--- src/rtl/ring_anim_ctrl.sv ---
// ring_anim_ctrl: debounced control inputs driving a per-frame eased ring-phase accumulator
module ring_anim_ctrl #(
  parameter int DEBOUNCE_FRAMES = 4,
  parameter int MAX_STEP        = 4
) (
  input  logic       clk,
  input  logic       rst_n,
  input  logic       frame_tick,
  input  logic       speed_in,
  input  logic       dir_in,
  input  logic       pause_in,
  output logic [7:0] anim_offset,
  output logic       cur_dir,
  output logic [2:0] cur_step,
  output logic [1:0] state,
  output logic       busy
);
  typedef enum logic [1:0] {RUN = 2'd0, DECEL = 2'd1, ACCEL = 2'd2} state_t;

  // Control bit order everywhere: [0] speed, [1] dir, [2] pause.
  logic [2:0]      sync1_q, sync2_q;
  logic [2:0]      acc_q, acc_d;
  logic [2:0][3:0] cnt_q, cnt_d;
  logic [7:0]      off_q, off_d;
  logic            dir_q, dir_d;
  logic [2:0]      step_q, step_d;
  state_t          state_q, state_d;
  logic            armed_q;
  logic            tick;
  logic            new_dir;
  logic [2:0]      target;

  // armed_q keeps a tick that coincides with reset release from advancing anything.
  assign tick    = frame_tick & armed_q;
  assign new_dir = acc_d[1];
  assign target  = acc_q[2] ? 3'd0 : acc_q[0] ? 3'(MAX_STEP) : 3'(MAX_STEP >> 1);

  // Debounce: a synced value must differ from the accepted one for DEBOUNCE_FRAMES ticks in a row.
  always_comb begin
    acc_d = acc_q;
    cnt_d = cnt_q;
    if (tick) begin
      for (int i = 0; i < 3; i++) begin
        if (sync2_q[i] != acc_q[i]) begin
          if (cnt_q[i] == 4'(DEBOUNCE_FRAMES - 1)) begin
            acc_d[i] = sync2_q[i];
            cnt_d[i] = 4'd0;
          end else begin
            cnt_d[i] = cnt_q[i] + 4'd1;
          end
        end else begin
          cnt_d[i] = 4'd0;
        end
      end
    end
  end

  // Phase advances by the old step; velocity FSM eases to zero before flipping direction.
  always_comb begin
    off_d   = off_q;
    dir_d   = dir_q;
    step_d  = step_q;
    state_d = state_q;
    if (tick) begin
      off_d = dir_q ? off_q - {5'd0, step_q} : off_q + {5'd0, step_q};
      unique case (state_q)
        RUN: begin
          if (new_dir != dir_q) state_d = DECEL;
          else if (step_q < target) step_d = step_q + 3'd1;
          else if (step_q > target) step_d = step_q - 3'd1;
        end
        DECEL: begin
          if (new_dir == dir_q) begin
            state_d = ACCEL;
          end else if (step_q <= 3'd1) begin
            step_d  = 3'd0;
            dir_d   = ~dir_q;
            state_d = ACCEL;
          end else begin
            step_d = step_q - 3'd1;
          end
        end
        ACCEL: begin
          if (new_dir != dir_q) begin
            state_d = DECEL;
          end else if (step_q >= target) begin
            state_d = RUN;
          end else begin
            step_d  = step_q + 3'd1;
            state_d = (step_q + 3'd1 == target) ? RUN : ACCEL;
          end
        end
        default: state_d = RUN;
      endcase
    end
  end

  // State registers, including the 2-FF synchronisers on the raw controls.
  always_ff @(posedge clk or negedge rst_n) begin
    if (!rst_n) begin
      sync1_q <= '0;
      sync2_q <= '0;
      acc_q   <= '0;
      cnt_q   <= '0;
      off_q   <= '0;
      dir_q   <= 1'b0;
      step_q  <= '0;
      state_q <= RUN;
      armed_q <= 1'b0;
    end else begin
      sync1_q <= {pause_in, dir_in, speed_in};
      sync2_q <= sync1_q;
      acc_q   <= acc_d;
      cnt_q   <= cnt_d;
      off_q   <= off_d;
      dir_q   <= dir_d;
      step_q  <= step_d;
      state_q <= state_d;
      armed_q <= 1'b1;
    end
  end

  assign anim_offset = off_q;
  assign cur_dir     = dir_q;
  assign cur_step    = step_q;
  assign state       = state_q;
  assign busy        = state_q != RUN;
endmodule
--- config.mk ---
export PLATFORM = sky130hd
export DESIGN_NAME = ring_anim_ctrl
export DESIGN_NICKNAME = d
export VERILOG_FILES = /design/src/rtl/ring_anim_ctrl.sv
export SDC_FILE = /design/constraint.sdc
export NUM_CORES = 1
export LEC_CHECK = 0
export CELL_PAD_IN_SITES_DETAIL_PLACEMENT = 0
export CELL_PAD_IN_SITES_GLOBAL_PLACEMENT = 1
export CORE_UTILIZATION = 48
export DETAILED_ROUTE_END_ITERATION = 12
export PLACE_DENSITY = 0.94
export SLEW_MARGIN = 10
export SYNTH_ARGS = -nofsm -noshare
export SYNTH_HDL_FRONTEND = slang
export SYNTH_SLANG_ARGS = --single-unit
--- constraint.sdc ---
create_clock -name clk -period 5.2 [get_ports clk]
set_input_delay 1.3 -clock clk [delete_from_list [all_inputs] [get_ports clk]]
set_output_delay 1.3 -clock clk [all_outputs]
set_load 0.005 [all_outputs]
* Yosys cells after proc, flatten, opt, wreduce, memory -nomap -nowiden
Index checks and enable logic that the tools add are counted.
Storage, ports and cells: register bits 36
Cells by class: muxes and demuxes 29, eq/ne operators 18, magnitude comparators 4, reduce and logical (&&, ||, !) cells 8, bitwise operators 3, add/sub/neg operators 7
Operators with widths (number):
- 2-to-1 mux 3 bit | 9
- 2-to-1 mux 4 bit | 6
- 2-to-1 mux 2 bit | 7
- adder 4 x 1 -> 4 bit (second input constant) | 3
- equality test 4 x 2 -> 1 bit (second input constant) | 3
- inequality test 2 bit (second input constant) | 5
- case mux 3 bit (3 select lines) | 1
- AND reduction 3 bit | 3
- adder 8 x 3 -> 8 bit | 1
- 2-to-1 mux 8 bit | 1
- subtractor 8 x 3 -> 8 bit | 1
- AND reduction 7 bit | 1
- inequality test 3 bit (second input constant) | 2
- case mux 2 bit (3 select lines) | 1
- 2-to-1 mux 1 bit | 4
- inequality test 1 bit | 4
- AND reduction 4 bit | 1
- adder 3 x 1 -> 3 bit (second input constant) | 1
- equality test 3 bit | 1
- greater-or-equal comparator 3 bit | 1
- greater-than comparator 3 bit | 1
- less-or-equal comparator 3 x 1 -> 1 bit (second input constant) | 1
- less-than comparator 3 bit | 1
- nonzero test 3 bit | 1
- other kinds (8) | 9

* Longest topological paths before layout
Gate-level depths: netlist of the first run.
word-level depth 7, mapped depth 11, depth with buffers taken out 11

* Least setup slack after synthesis of the first run
Ideal clock, no wire load.
path type input to register, from input frame_tick, to register step_q[0] (netlist: cur_step[0]), stages on the path 6, library setup time 125 ps, arrival 2682 ps, slack 2393 ps, required time 5075 ps, cell sequence nand2_1 -> o22ai_1 -> nor3b_2 -> nand2_1 -> a221o_1 -> mux2_4
On the way: cells in the longest elaborated chain, start to end 5, elaborated cells on any way between the ends 8
Ends and longest elaborated chain:
- from (decl) | line 8 | input logic frame_tick,
- bitwise AND 1 bit (*) | line 34 | assign tick = frame_tick & armed_q;
- 2-to-1 mux 2 bit | line 42 | if (tick) begin
- equality test 1 bit / inequality test 1 bit (equally long branches) | line 73, 68, 84
- inequality test 2 bit (no line)
- AND reduction 7 bit (no line) (*)
- to (signal assigned) | line 117 | step_q <= step_d;
- to (decl) | line 26 | logic [2:0] step_q, step_d;
Mark *: on every way between the ends. The rest lies on a longest branch, timed or not. A chain may end at the register's enable or synchronous reset.

* Worst setup path after layout of the first run
from input frame_tick, to register step_q[2] (netlist: cur_step[2])
Same word-level chain as after synthesis.

==> flow_metrics.tcl, run 1 <==
set metrics [dict create \
    crit_start "frame_tick" \
    antenna_found_initial 0 \
    fin_skew_ps 7.914 \
    run_status "completed" \
    worstPathRequired_ps 5370 \
    max_slew_margin_pct 46.29 \
    fin_crit_sh_pct 65.27 \
    layout_min_cycle_time_ps 3394 \
    critPathMaxFanout 13 \
    slew_viol_final 0 \
    ios 21 \
    via_per_inst 5.613 \
    clk_pin_slew_ps 80 \
    critPathBufInv 1 \
    via_count 1712 \
    crit_type "in2reg" \
    cp.arrival_ps 3570 \
    grtUsageTotal_pct 19.07 \
    grt_max_degree 37 \
    p_total_mw 1.743 \
    crit_path_max_incr_delay_ps 470 \
    synth_top_cells_by_area "dfrtp_1 41%, ha_1 12%, nand2_1 5.8%, o21ai_0 5.2%, xnor2_1 3.2%" \
    cts_made_buffers 5 \
    ys.flop_type "dfrtp_1" \
    reg2reg_to "anim_offset[6]" \
    cp_slowest_cell "clkdlybuf4s50_1" \
    cts_tree "yes" \
    nets 280 \
    ant_nets 0 \
    rsz0062_at_grt "false" \
    postPlaceCellArea_um2 2447 \
    timing.rr.start "cur_step[0]" \
    hold_violations 0 \
    placed_cells 297 \
    reg2regPathDepth 10 \
    area_growth_pct 18.29 \
    fin_ws_ps 1806 \
    hp-class "reg2reg" \
    antenna_cells 0 \
    cts_sinks 36 \
    holdPathStages 0 \
    design_area_um2 2606 \
    fin_util_pct 59.45 \
    ctsHoldBuffers 0 \
    cp-end-kind "register" \
    synth_cells 230 \
    pre_cts_ws_ps 1525 \
    layout-drive-gt1-share_pct 8.696 \
    ys_warn_count 0 \
    syn_nets 258 \
    drt_iter0_drc 99 \
    row_count 24 \
    synth_area_per_cell_um2 9.580 \
    die_x_um 69.75 \
    cts_max_level 2 \
    n_fill_cell 365 \
    synth.distinct_cells 48 \
    fmax_mhz 294.6 \
    drc 0 \
    clk_latency_ps 290 \
    dp_hpwl_um 3029 \
    multiInputGateArea_um2 1230 \
    dr.pass1.iters 4 \
    min_to "sync2_q[2]" \
    gp_congestion 0.8540 \
    drv_cap 0 \
    worstHoldStart "sync1_q[2]" \
    critPathTopFamily "simple AND/OR/NAND/NOR gates" \
    ff2ff_setup_slack_ps 2470 \
    core_area_um2 4384 \
    yosysTopAreaCellShare_pct 40.89 \
    io_buffers 20 \
    dieArea_um2 4865 \
    cts_resized 0 \
    worst_pin_slew_ps 805.6 \
    cts_buffer_depth 2 \
    dieHeight_um 69.75 \
    start_kind "input pin" \
    cts-root-buf "clkbuf_8" \
    timing.hold.ws_ps 353.5 \
    wl_um 4236 \
    grt_pass1_wl_um 7369 \
    vdd_ir_drop_max_mv 0.3205 \
    overflow 0 \
    synth-seq-area-share_pct 40.89 \
    cts_setup_buffers 0 \
    crit_chain "clkdlybuf4s50_1 -> nand2_1 -> o22ai_1 -> nor3b_2 -> nand2_1 -> a221o_1 -> mux2_4" \
    synth_seq_cells 36 \
    final.setup.tns_ps 0 \
    power_leakage_nw 1.192 \
    final_cells 305 \
    first_global_vias 1679 \
    initial_utilization_pct 50.26 \
    worst_path_most_repeated_cell "nand2_1" \
    async_flop_share_pct 100.0 \
    p_per_area_nw_per_um2 668.9 \
    synth_edf_count 0 \
    synth_top_area_cell "dfrtp_1" \
    regArea_um2 900.9 \
    setup_viol 0 \
    syn_area_um2 2203 \
    wl_per_cell_um 13.89 \
]
registers in the layout, indices dropped and copies added, names as in the netlist:
name,count
state,2
anim_offset,8
armed_q,1
acc_q,3
cur_dir,1
cur_step,3
sync1_q,3
sync2_q,3
cnt_q,12
Yosys cell counts (3+ instances only):
cell type and instances:
a21o_1 3, a21oi_1 10, a31oi_1 4, clkbuf_1 3
dfrtp_1 36, ha_1 21, inv_1 12, mux2_2 4
mux2i_1 4, nand2_1 34, nand2b_1 5, nand3_1 4
nor2_1 10, nor2b_1 5, nor3_1 5, o21ai_0 23
xnor2_1 8
power breakdown:
| part | internal (mW) | switching, mW |
|---|---|---|
| clock | 0.240 | 0.103 |
| combinational | 0.466 | 0.463 |
| sequential | 0.365 | 0.107 |
| total | 1.07 | 0.673 |
worst max path at each step:
stage / slack [ps] / endpoint / cells past startpoint
finish: 1810 / cur_step[2] / 7
global route: 1620 / cur_step[2] / 7
CTS: 1830 / cur_step[0] / 7
detailed placement: 1530 / cur_step[0] / 7
global placement: 1590 / cur_step[0] / 7
floorplan: 2390 / cur_step[0] / 6
logic make-up (layout without fill, tap and decap cells):
| kind of cell | count (synthesis) | count (layout) | share of synthesized area, % |
|---|---|---|---|
| muxes | 10 | 10 | 5.224 |
| AOI/OAI and AO/OA | 57 | 57 | 16.01 |
| and+or+nand+nor | 75 | 75 | 17.60 |
| xor gates and xnor gates | 10 | 10 | 3.975 |
| DFF | 36 | 36 | 40.89 |
| buffers and inverters | 19 | 42 | 3.293 |
| other | 1 | 1 | 0.1702 |
| adders and majority gates | 22 | 22 | 12.83 |
layout by cell type (no fill, tap or decap), drive strengths merged, types with 2 or more instances in the layout:
master          n
a211o           2
xor2            2
a31oi           4
o21ai          24
nor2b           5
nor4            2
nand2          34
clkdlybuf4s50  19
mux2            6
nor3            5
bufinv          3
o31ai           2
xnor2           8
and2            2
mux2i           4
nor3b           2
a21oi          10
dfrtp          36
nand3           4
clkbuf          5
nand4b          2
buf             2
nand2b          5
inv            13
a21o            3
a2111oi         2
ha             21
nor2           10
area by class of cell:
type	instances	share of cell area (%)
Inverter	13	1.872
Timing Repair Buffer	21	7.777
Clock inverter	3	3.457
Multi-Input combinational cell	175	47.19
Sequential cell	36	34.57
Clock buffer	5	2.640
Tap cell	52	2.496
metal layers:
layer	global-route usage, %	part of all wire [%]	vias to the layer above
li1	-	-	856
met1	24.69	47	817
met2	30.96	48	33
met3	4.506	4.0	6
met4	7.333	1.1	0
met5	0	0	-
Note: power is estimated with default switching activity, not from simulation.
==> inputs of run 2 (changes only) <==
--- a/config.mk
+++ b/config.mk
@@ -7,9 +7,9 @@
 export LEC_CHECK = 0
 export CELL_PAD_IN_SITES_DETAIL_PLACEMENT = 0
 export CELL_PAD_IN_SITES_GLOBAL_PLACEMENT = 1
-export CORE_UTILIZATION = 48
+export CORE_UTILIZATION = 40
 export DETAILED_ROUTE_END_ITERATION = 12
-export PLACE_DENSITY = 0.94
+export PLACE_DENSITY = 0.85
 export SLEW_MARGIN = 10
 export SYNTH_ARGS = -nofsm -noshare
 export SYNTH_HDL_FRONTEND = slang
==> constraint.sdc (replaced) <==
create_clock -name clk -period 2.9 [get_ports clk]
set_input_delay 0.725 -clock clk [delete_from_list [all_inputs] [get_ports clk]]
set_output_delay 0.725 -clock clk [all_outputs]
set_load 0.005 [all_outputs]
==> run 2 against run 1 <==
Effect of this change:
- register-to-register slack got worse by 2200 ps
- worst hold slack worse by 3.6 ps
- wire length decreased by 2.7%
- clock power up 5%
- critical path depth is 3 higher
- global-route usage shrank 3.0 points
- critical endpoint is now anim_offset[6]
- cell area down 0.86%
- die area rose by 19%
- combinational power up 83%
==> flow_metrics.tcl, run 2 (synthesis gave the netlist of run 1 again) <==
set metrics [dict create \
    dieHeight_um 76.22 \
    wl_per_cell_um 12.64 \
    hold_violations 0 \
    pre_cts_ws_ps 126.6 \
    fin_skew_ps 8.120 \
    core_area_um2 5205 \
    first_global_vias 1568 \
    largest_register "cnt_q" \
    die_x_um 76.22 \
    ant_nets 0 \
    drv_cap 0 \
    cts-root-buf "clkbuf_8" \
    via_per_inst 5.169 \
    io_buffers 20 \
    dp_hpwl_um 2935 \
    area_growth_pct 17.26 \
    vdd_ir_drop_max_mv 0.6185 \
    placed_cells 318 \
    max_slew_margin_pct 46.79 \
    worst_pin_slew_ps 798.1 \
    nets 283 \
    critPathMaxFanout 7 \
    fmax_mhz 376.4 \
    layout-drive-gt1-share_pct 10.16 \
    cts_setup_buffers 0 \
    ios 21 \
    grt_max_degree 37 \
    cts_tree "yes" \
    cp-end-kind "register" \
    drc 0 \
    slew_viol_final 0 \
    cts_buffer_depth 2 \
    wl_um 4121 \
    ctsHoldBuffers 0 \
    fin_ws_ps 242.9 \
    gp_congestion 0.8012 \
    clk_latency_ps 300 \
    clk_pin_slew_ps 70 \
    run_status "completed" \
    layout_min_cycle_time_ps 2657 \
    row_count 26 \
    fin_crit_sh_pct 91.62 \
    dieArea_um2 5809 \
    cp.arrival_ps 2830 \
    cts_made_buffers 5 \
    pwr-share-clk_pct 12.4 \
    mostFrequentLayoutCell "dfrtp_1" \
    netSwitchingFraction_pct 41.70 \
    antenna_cells 0 \
    final_cells 326 \
    cts_resized 0 \
    seq_power_share_pct 28.8 \
    crit_type "reg2reg" \
    hp-class "reg2reg" \
    grt_pass1_wl_um 7279 \
    setup_viol 0 \
    cts_max_level 2 \
    largest_reg_flops 12 \
    initial_utilization_pct 42.33 \
    via_count 1685 \
    antenna_found_initial 0 \
    p_comb_share_pct 58.8 \
    power.switching_mw 1.207 \
    final_cell_mix "36 x dfrtp_1, 34 x nand2_1, 23 x o21ai_0" \
    cts_sinks 36 \
    p_per_area_nw_per_um2 1120 \
    rsz0062_at_grt "false" \
    internal-power_mw 1.687 \
    drt_iter0_drc 75 \
    final.setup.tns_ps 0 \
    dr.pass1.iters 4 \
    start_kind "register" \
    grtUsageTotal_pct 16.08 \
    overflow 0 \
    worstPathRequired_ps 3070 \
    power_leakage_nw 1.179 \
]
-- run 2: changes by cell type in the layout (fill, tap and decap cells not counted), sizes merged --
cell    before  now
bufinv       3    0
buf          2    5
clkinv       0    3
-- run 2: worst max-delay path, stage by stage (launching register included) --
cell      delay (ps)
dfrtp_1          440
inv_1            150
ha_1             450
mux2i_2          140
fa_1             450
a21o_1           200
a21oi_1          210
o21bai_1          90
a21oi_1          180
xor2_1           150
o21ai_0           80
-- run 2: per-stage QoR --
step                util, %  hold WS [ps]  instance area (um^2)  total power, mW
CTS                   49.57         352.0                  2580            2.916
floorplan                 -         331.2                  2203            2.013
global placement      47.88         332.1                  2492            2.491
finish                49.64         349.9                  2584            2.894
global route          49.64         366.1                  2584            3.217
detailed placement    47.88         334.7                  2492            2.522
-- run 2: final cells by class --
class	instances	area [um^2]
Inverter	13	48.80
Multi-Input combinational cell	175	1234
Timing Repair Buffer	24	225.2
Sequential cell	36	900.9
Tap cell	70	87.58
Fill cell	514	2621
Clock inverter	3	18.77
Clock buffer	5	68.82
-- run 2: final timing paths --
| kind | slack [ps] | depth (start not counted) | startpoint | endpoint |
|---|---|---|---|---|
| max in group asynchronous | 1880 | 1 | rst_n | armed_q |
| max reg2reg | 240 | 10 | cur_step[1] | anim_offset[6] |
| min reg2reg | 350 | 0 | sync1_q[1] | sync2_q[1] |
| min in group asynchronous | 510 | 1 | rst_n | cnt_q[11] |
| min | 350 | 0 | sync1_q[1] | sync2_q[1] |
| max | 240 | 10 | cur_step[1] | anim_offset[6] |
-- run 2: power groups by stage --
stage          combinational, mW  sequential [mW]  clock (mW)
6_report                    1.70            0.833       0.360
5_1_grt                     1.95            0.865       0.398
4_1_cts                     1.71            0.832       0.377
3_5_place_dp                1.68            0.841           0
3_3_place_gp                1.65            0.839           0
2_1_floorplan               1.20            0.810           0
-- run 2: per-layer routing --
layer | up-vias | track usage (%) | wire length, um
li1 | 862 | - | -
met1 | 784 | 21.29 | 2045
met2 | 33 | 24.50 | 1825
met3 | 6 | 2.754 | 163
met4 | 0 | 9.808 | 87
met5 | - | 0 | 0
